==> src/rtl/dram_v5_pkg.sv <==
// dram_v5_pkg: MIG command codes, burst geometry and requester-index sizing shared by the DRAM arbiter.
package dram_v5_pkg;
  localparam logic [2:0] CMD_WR = 3'b000;
  localparam logic [2:0] CMD_RD = 3'b001;
  localparam int BEATS_PER_BURST = 2;
  function automatic int req_idx_w(input int n);
    return (n > 1) ? $clog2(n) : 1;
  endfunction
endpackage

==> src/rtl/dram_tag_fifo.sv <==
// dram_tag_fifo: small synchronous FIFO holding the requester index of each outstanding read burst.
module dram_tag_fifo #(
  parameter int DEPTH = 8,
  parameter int W = 1
) (
  input  logic         clk,
  input  logic         rst,
  input  logic         i_push,
  input  logic [W-1:0] i_data,
  input  logic         i_pop,
  output logic [W-1:0] o_data,
  output logic         o_full,
  output logic         o_empty
);
  localparam int AW = $clog2(DEPTH);
  logic [W-1:0] r_mem [DEPTH];
  logic [AW-1:0] r_wp, r_rp;
  logic [AW:0] r_cnt;
  logic w_push, w_pop;
  assign o_full = r_cnt == (AW+1)'(DEPTH);
  assign o_empty = r_cnt == '0;
  assign o_data = r_mem[r_rp];
  // a push into a full FIFO is fine when the head leaves in the same cycle
  assign w_pop = i_pop && !o_empty;
  assign w_push = i_push && (!o_full || w_pop);
  always_ff @(posedge clk)
    if (w_push) r_mem[r_wp] <= i_data;
  always_ff @(posedge clk or posedge rst)
    if (rst) begin
      r_wp <= '0;
      r_rp <= '0;
      r_cnt <= '0;
    end else begin
      r_wp <= r_wp + AW'(w_push);
      r_rp <= r_rp + AW'(w_pop);
      r_cnt <= r_cnt + (AW+1)'(w_push) - (AW+1)'(w_pop);
    end
endmodule

==> src/rtl/dram_app_arbiter.sv <==
// dram_app_arbiter: round-robin sharing of the V5 MIG user interface; splits write bursts into two
// app beats and steers in-order read returns back to the issuing requester via a tag FIFO.
module dram_app_arbiter
  import dram_v5_pkg::*;
#(
  parameter int NREQ = 2,
  parameter int ADDR_WIDTH = 31,
  parameter int APPDATA_WIDTH = 64,
  parameter int TAG_DEPTH = 8
) (
  input  logic                              clk_sys,
  input  logic                              sys_rst,
  input  logic [NREQ-1:0]                   req_valid,
  output logic [NREQ-1:0]                   req_ready,
  input  logic [NREQ-1:0]                   req_write,
  input  logic [NREQ*ADDR_WIDTH-1:0]        req_addr,
  input  logic [NREQ*2*APPDATA_WIDTH-1:0]   req_wdata,
  input  logic [NREQ*APPDATA_WIDTH/4-1:0]   req_wmask,
  output logic [NREQ-1:0]                   rsp_valid,
  output logic                              rsp_last,
  output logic [APPDATA_WIDTH-1:0]          rsp_data,
  input  logic                              phy_init_done,
  input  logic                              app_af_afull,
  input  logic                              app_wf_afull,
  output logic                              app_af_wren,
  output logic [2:0]                        app_cmd,
  output logic [ADDR_WIDTH-1:0]             app_addr,
  output logic                              app_wf_wren,
  output logic [APPDATA_WIDTH-1:0]          app_data,
  output logic [APPDATA_WIDTH/8-1:0]        app_mask,
  input  logic                              app_rd_data_valid,
  input  logic [APPDATA_WIDTH-1:0]          app_rd_data,
  output logic                              rd_err
);
  localparam int IW = req_idx_w(NREQ);
  localparam int MW = APPDATA_WIDTH/8;
  localparam int BW = 2*APPDATA_WIDTH;
  localparam logic [0:0] IDLE = 1'b0;
  localparam logic [0:0] WR2 = 1'b1;
  logic [0:0] r_state;
  logic [IW-1:0] r_rr;
  logic [APPDATA_WIDTH-1:0] r_beat1;
  logic [MW-1:0] r_mask1;
  logic r_beat;
  logic [NREQ-1:0] w_elig;
  logic [ADDR_WIDTH-1:0] w_addr_a [NREQ];
  logic [BW-1:0] w_data_a [NREQ];
  logic [2*MW-1:0] w_mask_a [NREQ];
  logic [IW-1:0] w_win, w_idx, w_head;
  logic w_any, w_wr, w_tag_full, w_tag_empty, w_rd_ok;
  logic [BW-1:0] w_data;
  logic [2*MW-1:0] w_mask;
  for (genvar g = 0; g < NREQ; g++) begin : g_req
    assign w_addr_a[g] = req_addr[g*ADDR_WIDTH +: ADDR_WIDTH];
    assign w_data_a[g] = req_wdata[g*BW +: BW];
    assign w_mask_a[g] = req_wmask[g*2*MW +: 2*MW];
    assign w_elig[g] = req_valid[g] && r_state == IDLE && phy_init_done && !app_af_afull &&
                       (req_write[g] ? !app_wf_afull : !w_tag_full);
  end
  // scan downward so the nearest eligible requester at or after r_rr overwrites the rest
  always_comb begin
    w_win = '0;
    w_idx = '0;
    for (int k = NREQ-1; k >= 0; k--) begin
      w_idx = IW'((int'(r_rr) + k) % NREQ);
      w_win = w_elig[w_idx] ? w_idx : w_win;
    end
  end
  assign w_any = |w_elig;
  assign req_ready = w_any ? NREQ'(1) << w_win : '0;
  assign w_wr = req_write[w_win];
  assign w_data = w_data_a[w_win];
  assign w_mask = w_mask_a[w_win];
  assign w_rd_ok = app_rd_data_valid && !w_tag_empty;
  dram_tag_fifo #(.DEPTH(TAG_DEPTH), .W(IW)) u_tags (
    .clk(clk_sys),
    .rst(sys_rst),
    .i_push(w_any && !w_wr),
    .i_data(w_win),
    .i_pop(w_rd_ok && r_beat == 1'(BEATS_PER_BURST-1)),
    .o_data(w_head),
    .o_full(w_tag_full),
    .o_empty(w_tag_empty)
  );
  always_ff @(posedge clk_sys or posedge sys_rst)
    if (sys_rst) begin
      r_state <= IDLE;
      r_rr <= '0;
      r_beat1 <= '0;
      r_mask1 <= '0;
      r_beat <= 1'b0;
      app_af_wren <= 1'b0;
      app_cmd <= '0;
      app_addr <= '0;
      app_wf_wren <= 1'b0;
      app_data <= '0;
      app_mask <= '0;
      rsp_valid <= '0;
      rsp_last <= 1'b0;
      rsp_data <= '0;
      rd_err <= 1'b0;
    end else begin
      app_af_wren <= 1'b0;
      app_wf_wren <= 1'b0;
      if (r_state == WR2) begin
        app_wf_wren <= 1'b1;
        app_data <= r_beat1;
        app_mask <= r_mask1;
        r_state <= IDLE;
      end else if (w_any) begin
        app_af_wren <= 1'b1;
        app_cmd <= w_wr ? CMD_WR : CMD_RD;
        app_addr <= w_addr_a[w_win];
        r_rr <= IW'((int'(w_win) + 1) % NREQ);
        if (w_wr) begin
          app_wf_wren <= 1'b1;
          app_data <= w_data[APPDATA_WIDTH-1:0];
          app_mask <= w_mask[MW-1:0];
          r_beat1 <= w_data[BW-1:APPDATA_WIDTH];
          r_mask1 <= w_mask[2*MW-1:MW];
          r_state <= WR2;
        end
      end
      rsp_valid <= w_rd_ok ? NREQ'(1) << w_head : '0;
      rsp_last <= w_rd_ok && r_beat;
      rsp_data <= app_rd_data;
      r_beat <= r_beat ^ w_rd_ok;
      rd_err <= rd_err | (app_rd_data_valid && w_tag_empty);
    end
endmodule
==> config.mk <==
export PLATFORM = sky130hd
export DESIGN_NAME = dram_app_arbiter
export DESIGN_NICKNAME = d
export VERILOG_FILES = /design/src/rtl/dram_v5_pkg.sv /design/src/rtl/dram_tag_fifo.sv /design/src/rtl/dram_app_arbiter.sv
export SDC_FILE = /design/constraint.sdc
export NUM_CORES = 1
export LEC_CHECK = 0
export CORE_AREA = 5 5 233 235
export CTS_BUF_LIST = sky130_fd_sc_hd__clkbuf_8
export CTS_CLUSTER_DIAMETER = 100
export DETAILED_ROUTE_END_ITERATION = 16
export DIE_AREA = 0 0 238 240
export SLEW_MARGIN = 0
export SYNTH_ARGS = -nofsm -noshare
export SYNTH_HDL_FRONTEND = slang
export SYNTH_SLANG_ARGS = --single-unit
==> constraint.sdc <==
create_clock -name clk_sys -period 7.8 [get_ports clk_sys]
set_input_delay 1.17 -clock clk_sys [delete_from_list [all_inputs] [get_ports clk_sys]]
set_output_delay 1.17 -clock clk_sys [all_outputs]
set_load 0.005 [all_outputs]
# == Word level (Yosys, flattened, before mapping) ==
# Memories as Yosys holds them, arrays and structs flattened.
# Index checks and enable logic that the tools add are counted.
# word_totals
memories,1
register_bits,261
elab_cells,99
input_bits,424
output_inout_bits,178
mem_bits_rw,8
# memory_table
name,words,width,read_ports,rd_clocked_by_memory_dff,write_ports,line_no,source
u_tags.r_mem,8,1,1,0,1,dram_tag_fifo.sv:16,logic [W-1:0] r_mem [DEPTH];
# classes
bitwise,4
add_sub_neg,6
n_lt_le_gt_ge,4
n_reduce_logical,27
eq_ne,1
shift,2
muxes,36
# op_table
op,count
$mux W128,3
$mux W64,3
$mux W31,3
$mux W16,3
$mux W8,3
$mux W1,19
$logic_and A1 B1 Y1,14
$add A3 B1 Y3,2
$lt A1 B2 Y1 const B,3
$logic_not A1 Y1,5
$add A4 B1 Y4,1
$eq A4 B4 Y1 const B,1
$logic_not A4 Y1,1
$mux W2,2
$reduce_and A2 Y1,2
$reduce_bool A2 Y1,2
$shl A1 B1 Y2 const A,2
$sub A4 B1 Y4,1
$reduce_and A3 Y1,1
$add A1 B1 Y1 const B,2
$ge A2 B2 Y1 const B,1
$not A1 Y2,1
$reduce_or A2 Y1,1
$logic_or A1 B1 Y1,1
other kinds (3),3

# == Depth between registers and ports, before layout ==
# Gate-level depths: netlist (run 1).
# logic_depth
depth_word,16
mapped_depth,13
depth_no_buf,13

# == Cells and area by module ==
# From an unflattened synthesis (run 1), not the netlist that was laid out.
# unflattened
hier_cells,965
area_unflattened_um2,11170.7
# by_module_without_submodules
mod,n_inst,cells_per_inst,seq_area_each_um2,area_per_inst_um2
dram_app_arbiter,1,902,6231.0,10276.1
dram_tag_fifo,1,63,490.5,894.6

# == Worst setup path after synthesis (run 1) ==
# Ideal clock, no wire load.
# synth_path
kind,in2out
from,in app_af_afull
to,out req_ready[0]
setup_slack_ps,4344
cell_stages,6
required_time_ps,6630
path_buffers,1
arrival_time_ps,2286
path_cell_list,nor3b_1 > o211a_1 > nand2_2 > inv_2 > clkbuf_1 > a21oi_1
# synth_between
elab_chain_len,9
elab_cells_between_ends,14
classes_between,shift: 1; mux: 7; reduce/logical: 6
# synth_rtl
item,line_no,source
"start, declared",dram_app_arbiter.sv:23,"input logic app_af_afull,"
$logic_not A1 Y1 (*),dram_app_arbiter.sv:57,assign w_elig[g] = req_valid[g] && r_state == IDLE && phy_init_done && !app_af_afull &&
$logic_and A1 B1 Y1 (2 in a row),dram_app_arbiter.sv:57,
$mux W1 (implied by the code) (2 in a row),dram_app_arbiter.sv:66,w_win = w_elig[w_idx] ? w_idx : w_win;
$mux W1,dram_app_arbiter.sv:66,
$mux W1 (*),dram_app_arbiter.sv:66,
net u_tags.i_data,dram_tag_fifo.sv:9,"input logic [W-1:0] i_data,"
$shl A1 B1 Y2 (*),dram_app_arbiter.sv:70,assign req_ready = w_any ? NREQ'(1) << w_win : '0;
$mux W2 (*),dram_app_arbiter.sv:70,
"end, declared",dram_app_arbiter.sv:14,"output logic [NREQ-1:0] req_ready,"
# Mark *: on every way through the listed nets, which the timed path passes. The rest lies on a longest branch. The select of a mux whose other input is x is not followed.

# == Worst setup path in the final report (run 1) ==
# layout_path
from,in req_write[0]
to,out req_ready[0]
# layout_between
elab_chain_len,8
elab_cells_between_ends,11
classes_between,shift: 1; mux: 8; reduce/logical: 2
# layout_rtl
item,line_no,source
"start, declared",dram_app_arbiter.sv:15,"input logic [NREQ-1:0] req_write,"
$mux W1 (*),dram_app_arbiter.sv:58,(req_write[g] ? !app_wf_afull : !w_tag_full);
$logic_and A1 B1 Y1 (*),dram_app_arbiter.sv:57,
$mux W1 (implied by the code) (2 in a row),dram_app_arbiter.sv:66,
$mux W1 (2 in a row),dram_app_arbiter.sv:66,
$shl A1 B1 Y2,dram_app_arbiter.sv:70,
$mux W2 (*),dram_app_arbiter.sv:70,
# Every way passes the cells marked *; elsewhere a longest branch is shown, timed or not. The select of a mux whose other input is x is not followed.

==> results of run 1 <==
## layout make-up
type                    count  area, um2  area share
repair buffers            608       6090       0.326
inverters                  17       75.1     0.00402
diodes                      1       2.50    0.000134
multi-input cells         709       4010       0.215
clock inverters            27        121     0.00649
clock buffers              59        812      0.0434
well taps                 688        861      0.0460
flip-flops and latches    267       6730       0.360
## worst paths after layout
check | slack, ns | cells past startpoint | endpoint
worst max-delay path | 2.64 | 7 | req_ready[0]
worst min-delay path | 0.48 | 1 | r_beat
worst max register to register | 3.96 | 8 | r_beat1[52]
worst min register to register | 0.48 | 1 | r_beat
max in group asynchronous | 5.25 | 4 | r_state
min in group asynchronous | 1.13 | 3 | rsp_valid[0]
## per-layer routing
| metal | part of all wire | up-vias | track usage |
|---|---|---|---|
| li1 | - | 4894 | - |
| met1 | 0.39 | 5088 | 0.179 |
| met2 | 0.51 | 429 | 0.265 |
| met3 | 0.077 | 71 | 0.0430 |
| met4 | 0.025 | 0 | 0.0417 |
| met5 | 0 | - | 0 |
## kinds of logic (layout without fill, tap and decap cells)
kind of cell / count (synthesis) / in the layout / share of synthesized area
adder cells (fa/ha/maj): 12 / 12 / 0.0141
other: 1 / 3 / 0.000335
buffers and inverters: 93 / 711 / 0.0442
multiplexers: 67 / 67 / 0.0621
XOR/XNOR: 4 / 4 / 0.00313
AO/OA/AOI/OAI: 264 / 264 / 0.150
AND/OR/NAND/NOR: 360 / 360 / 0.126
flip-flops: 267 / 267 / 0.600
## sequential cells by signal (all words and copies together) (netlist names)
signal / count
r_beat: 1
u_tags.r_mem: 8
u_tags.r_cnt: 4
r_state: 1
r_mask1: 8
u_tags.r_rp: 3
app_mask: 8
r_beat1: 64
app_cmd: 1
app_wf_wren: 1
rsp_data: 64
u_tags.r_wp: 3
rsp_valid: 2
rsp_last: 1
app_addr: 31
app_af_wren: 1
r_rr: 1
rd_err: 1
app_data: 64
## worst max-delay path, stage by stage
cell and delay, ns:
clkdlybuf4s50_1 0.50, a21boi_0 0.39, o211ai_2 0.23, nand2_8 0.47, inv_4 0.38, a21oi_1 0.27
clkdlybuf4s50_1 0.55
## cells in the mapped netlist, types with 2 or more instances
library cell	instances
buf_4	20
mux4_2	2
nand2b_1	2
o211ai_1	2
clkbuf_1	19
dfrtp_1	259
a21boi_0	2
a21o_1	2
a21oi_1	2
xor2_1	3
edfxtp_1	8
a31oi_1	112
nor3b_1	2
and3_1	2
o21ai_0	65
nor3_1	2
ha_1	11
nand2_1	229
nor2_1	114
buf_6	4
inv_1	14
o22ai_1	8
a22oi_1	65
nand2_2	2
buf_2	32
mux2i_1	65
## report_power, final
part	switching [mW]	internal [mW]	total, mW
registers	0.233	1.74	1.97
logic	0.498	0.784	1.28
clock network	0.601	0.682	1.28
total	1.33	3.20	4.54
## metrics by stage
stage	hold WS, ns	utilization	cell area, um2
floorplan	0.456	-	11200
global placement	0.464	0.341	17800
detailed placement	0.471	0.341	17800
CTS	0.486	0.359	18700
global route	0.508	0.359	18700
finish	0.479	0.359	18700
==> results.toml, run 1 <==
[finish]
area_growth_pct = 67.0
num-nets-final = 2088
fillers = 5247
final_cell_mix = "clkdlybuf4s50_1 (599), dfrtp_1 (258), nand2_1 (228)"
layout-drive-gt1-share = 0.0545
layout_commonest_cell = "clkdlybuf4s50_1"
stdcell_count = 2376

[floorplan]
core_region_area_um2 = 52000
rows = 84
start_util = 0.215
die_height_um = 240
die_w_um = 238
ioPinCount = 602
die_area_um2 = 57100

[critical_path]
r2r_start = "r_state"
cp.required_ns = 6.63
critPathKind = "input port to primary output"
arrival_ns = 3.99
critPathLaunch = "req_write[0]"
crit_fanout = 69
start_kind = "input port"
cp-end-kind = "primary output"

[clocking]
ctsLongestPathBuffers = 3
cts_resized = 0
clkTransAtPathRegs_ns = 0.06
cts_inserted_buffers = 49
hold_buffers = 0
htree_levels = 2
clk_latency_ns = 0.60
cts_root_buf = "clkbuf_8"
cts_setup_buffers = 0
cts_sinks = 267
cts_tree = "built"

[sta]
finalClockSkew_ns = 0.0268
drv_slew = 0
worst_pin_slew_ns = 1.12
tns_ns = 0
slew_headroom = 0.253
period_share = 0.661
max_freq_ghz = 0.194
hold_viol = 0
worst_slack_ns = 2.64
layout_min_cycle_time_ns = 5.16
setup_viol = 0
rsz0062_at_grt = "false"

[yosys]
synthFlopType = "dfrtp_1"
yosys-top-cells-area = "dfrtp_1 (58%), nand2_1 (7.7%), a31oi_1 (6.3%)"
synth_async_sr_flop_share = 0.970
ys_types = 46
yosysTopAreaCellShare = 0.579
synth_top_area_cell = "dfrtp_1"
netlist_area_um2 = 11200
synth_warnings = 0
synth.avg_cell_area_um2 = 10.5
synth_seq_cells = 267
ys_seq_area_frac = 0.600
synthCells = 1068
synth_edf_count = 8

[place]
place_congestion = 0.880
dp.cells = 2289
dp_hpwl_um = 33000
pre_cts_slack_ns = 2.53
numPortBuffers = 599

[route]
drc = 0
drt_iter0_drc = 406
vias = 10500
dr.pass1.iters = 4
detail-route-antenna-nets = 0
routed_wirelength_um = 44900
vias_per_cell = 4.41
drt-wirelength-per-cell_um = 18.9

[status]
status = "finished, final reports clean"

[grt]
antenna_found_initial = 1
grt_pass1_wl_um = 67300
track_usage = 0.150
grt_max_degree = 142
grt_pass1_vias = 11300
grt.overflow.total = 0

[min_path]
hold_class = "flip-flop to flip-flop"
worstHoldStart = "r_beat"

[run]
maxCapViolCount = 0

[power]
p_total_mw = 4.54
p_per_area_nw_per_um2 = 243
power.leakage_nw = 8.08
ir_drop_mv = 0.110
No activity file was read; power rests on OpenSTA's default activity.
==> inputs of run 2 (changes only) <==
Settings changed: CORE_AREA 5 5 233 235 to 5 5 229 231, DIE_AREA 0 0 238 240 to 0 0 234 236.
Clock period 7.8 ns to 5.4 ns, I/O delays scaled along.
==> results.toml, run 2 (synthesis results as in run 1) <==
[finish]
post-route-cell-area_um2 = 18800
final_util = 0.378
regArea_um2 = 6730
area_growth_pct = 68.3
multi_input_area_um2 = 4010
final_cell_mix = "clkdlybuf4s50_1 (599), dfrtp_1 (258), nand2_1 (228)"
reg_top3 = "app_data: 64 flops, r_beat1: 64 flops, rsp_data: 64 flops"
stdcell_count = 2368
layout-drive-gt1-share = 0.0596
num-nets-final = 2091
fillers = 5055
layout_commonest_cell = "clkdlybuf4s50_1"

[critical_path]
start_kind = "input port"
cp-end-kind = "primary output"
cp.required_ns = 4.59
r2r_start = "r_state"
crit_fanout = 41
critPathKind = "input port to primary output"
arrival_ns = 3.03
critPathLaunch = "req_write[0]"

[sta]
slew_headroom = 0.265
max_freq_ghz = 0.260
finalClockSkew_ns = 0.0158
drv_slew = 0
tns_ns = 0
period_share = 0.712
rsz0062_at_grt = "false"
timing.hold.ws_ns = 0.480
hold_viol = 0
worst_pin_slew_ns = 1.10
setup_viol = 0
layout_min_cycle_time_ns = 3.84
worst_slack_ns = 1.56

[clocking]
cts_inserted_buffers = 49
cts_sinks = 267
cts_root_buf = "clkbuf_8"
clkTransAtPathRegs_ns = 0.06
cts_tree = "built"
hold_buffers = 0
htree_levels = 2
cts_resized = 0
clk_latency_ns = 0.60
cts_setup_buffers = 0
ctsLongestPathBuffers = 3

[place]
pre_cts_slack_ns = 1.54
dp.cells = 2276
dp_hpwl_um = 33100
placed_area_um2 = 17800
numPortBuffers = 599
place_congestion = 0.789

[grt]
track_usage = 0.159
antenna_found_initial = 4
grt.overflow.total = 0
grt_max_degree = 119
grt_pass1_vias = 11100
grt_pass1_wl_um = 68500

[route]
routed_wirelength_um = 45400
dr.pass1.iters = 5
drc = 0
detail-route-antenna-nets = 0
drt-wirelength-per-cell_um = 19.2
vias_per_cell = 4.44
drt_iter0_drc = 534
vias = 10500

[floorplan]
die_w_um = 234
start_util = 0.225
ioPinCount = 602
die_area_um2 = 55200
core_region_area_um2 = 49900
rows = 82
die_height_um = 236

[power]
p_per_area_nw_per_um2 = 359
ir_drop_mv = 0.143
p_total_mw = 6.77
power.leakage_nw = 8.16

[run]
maxCapViolCount = 0

[min_path]
worstHoldStart = "r_beat"
hold_class = "flip-flop to flip-flop"

[status]
status = "finished, final reports clean"
==> run 2: changes by cell type in the layout (fill, tap and decap cells not counted), sizes merged <==
| cell | delta |
|---|---|
| buf | +3 |
| inv | -2 |
| clkinvlp | -1 |
| clkbuf | +7 |
| diode | +1 |
| bufinv | +2 |
| clkinv | -2 |
==> run 2: cell type report <==
cell class              instances  area share
clock inverters                24     0.00843
well taps                     672      0.0446
multi-input cells             709       0.213
inverters                      17     0.00398
flip-flops and latches        267       0.357
repair buffers                611       0.325
clock buffers                  66      0.0482
diodes                          2    0.000266
==> run 2: worst max-delay path, cell delays in order <==
cell and delay [ns]:
clkdlybuf4s50_1 0.51, a21boi_0 0.43, o211ai_2 0.23, nand2_8 0.14
inv_4 0.17, a21oi_1 0.19, clkdlybuf4s50_1 0.54
==> run 2: path summary, 6_finish.rpt <==
check | to | slack, ns | depth (start not counted)
worst max-delay path | req_ready[0] | 1.56 | 7
worst min-delay path | r_beat | 0.48 | 1
worst max register to register | app_addr[16] | 2.13 | 7
worst min register to register | r_beat | 0.48 | 1
max in group asynchronous | r_state | 3.61 | 3
min in group asynchronous | app_data[46] | 0.72 | 2
==> run 2: per-layer routing <==
metal / GRT usage / part of all wire / routed length [um]
met1: 0.187 / 0.39 / 17700
met2: 0.275 / 0.49 / 22400
met3: 0.0511 / 0.093 / 4200
met4: 0.0464 / 0.024 / 1090
met5: 0 / 0.00046 / 21
==> run 2: where the power goes <==
part           switching, mW  total, mW  internal, mW
registers              0.319       2.83          2.51
clock network          0.892       2.08          1.19
logic                  0.725       1.86          1.13
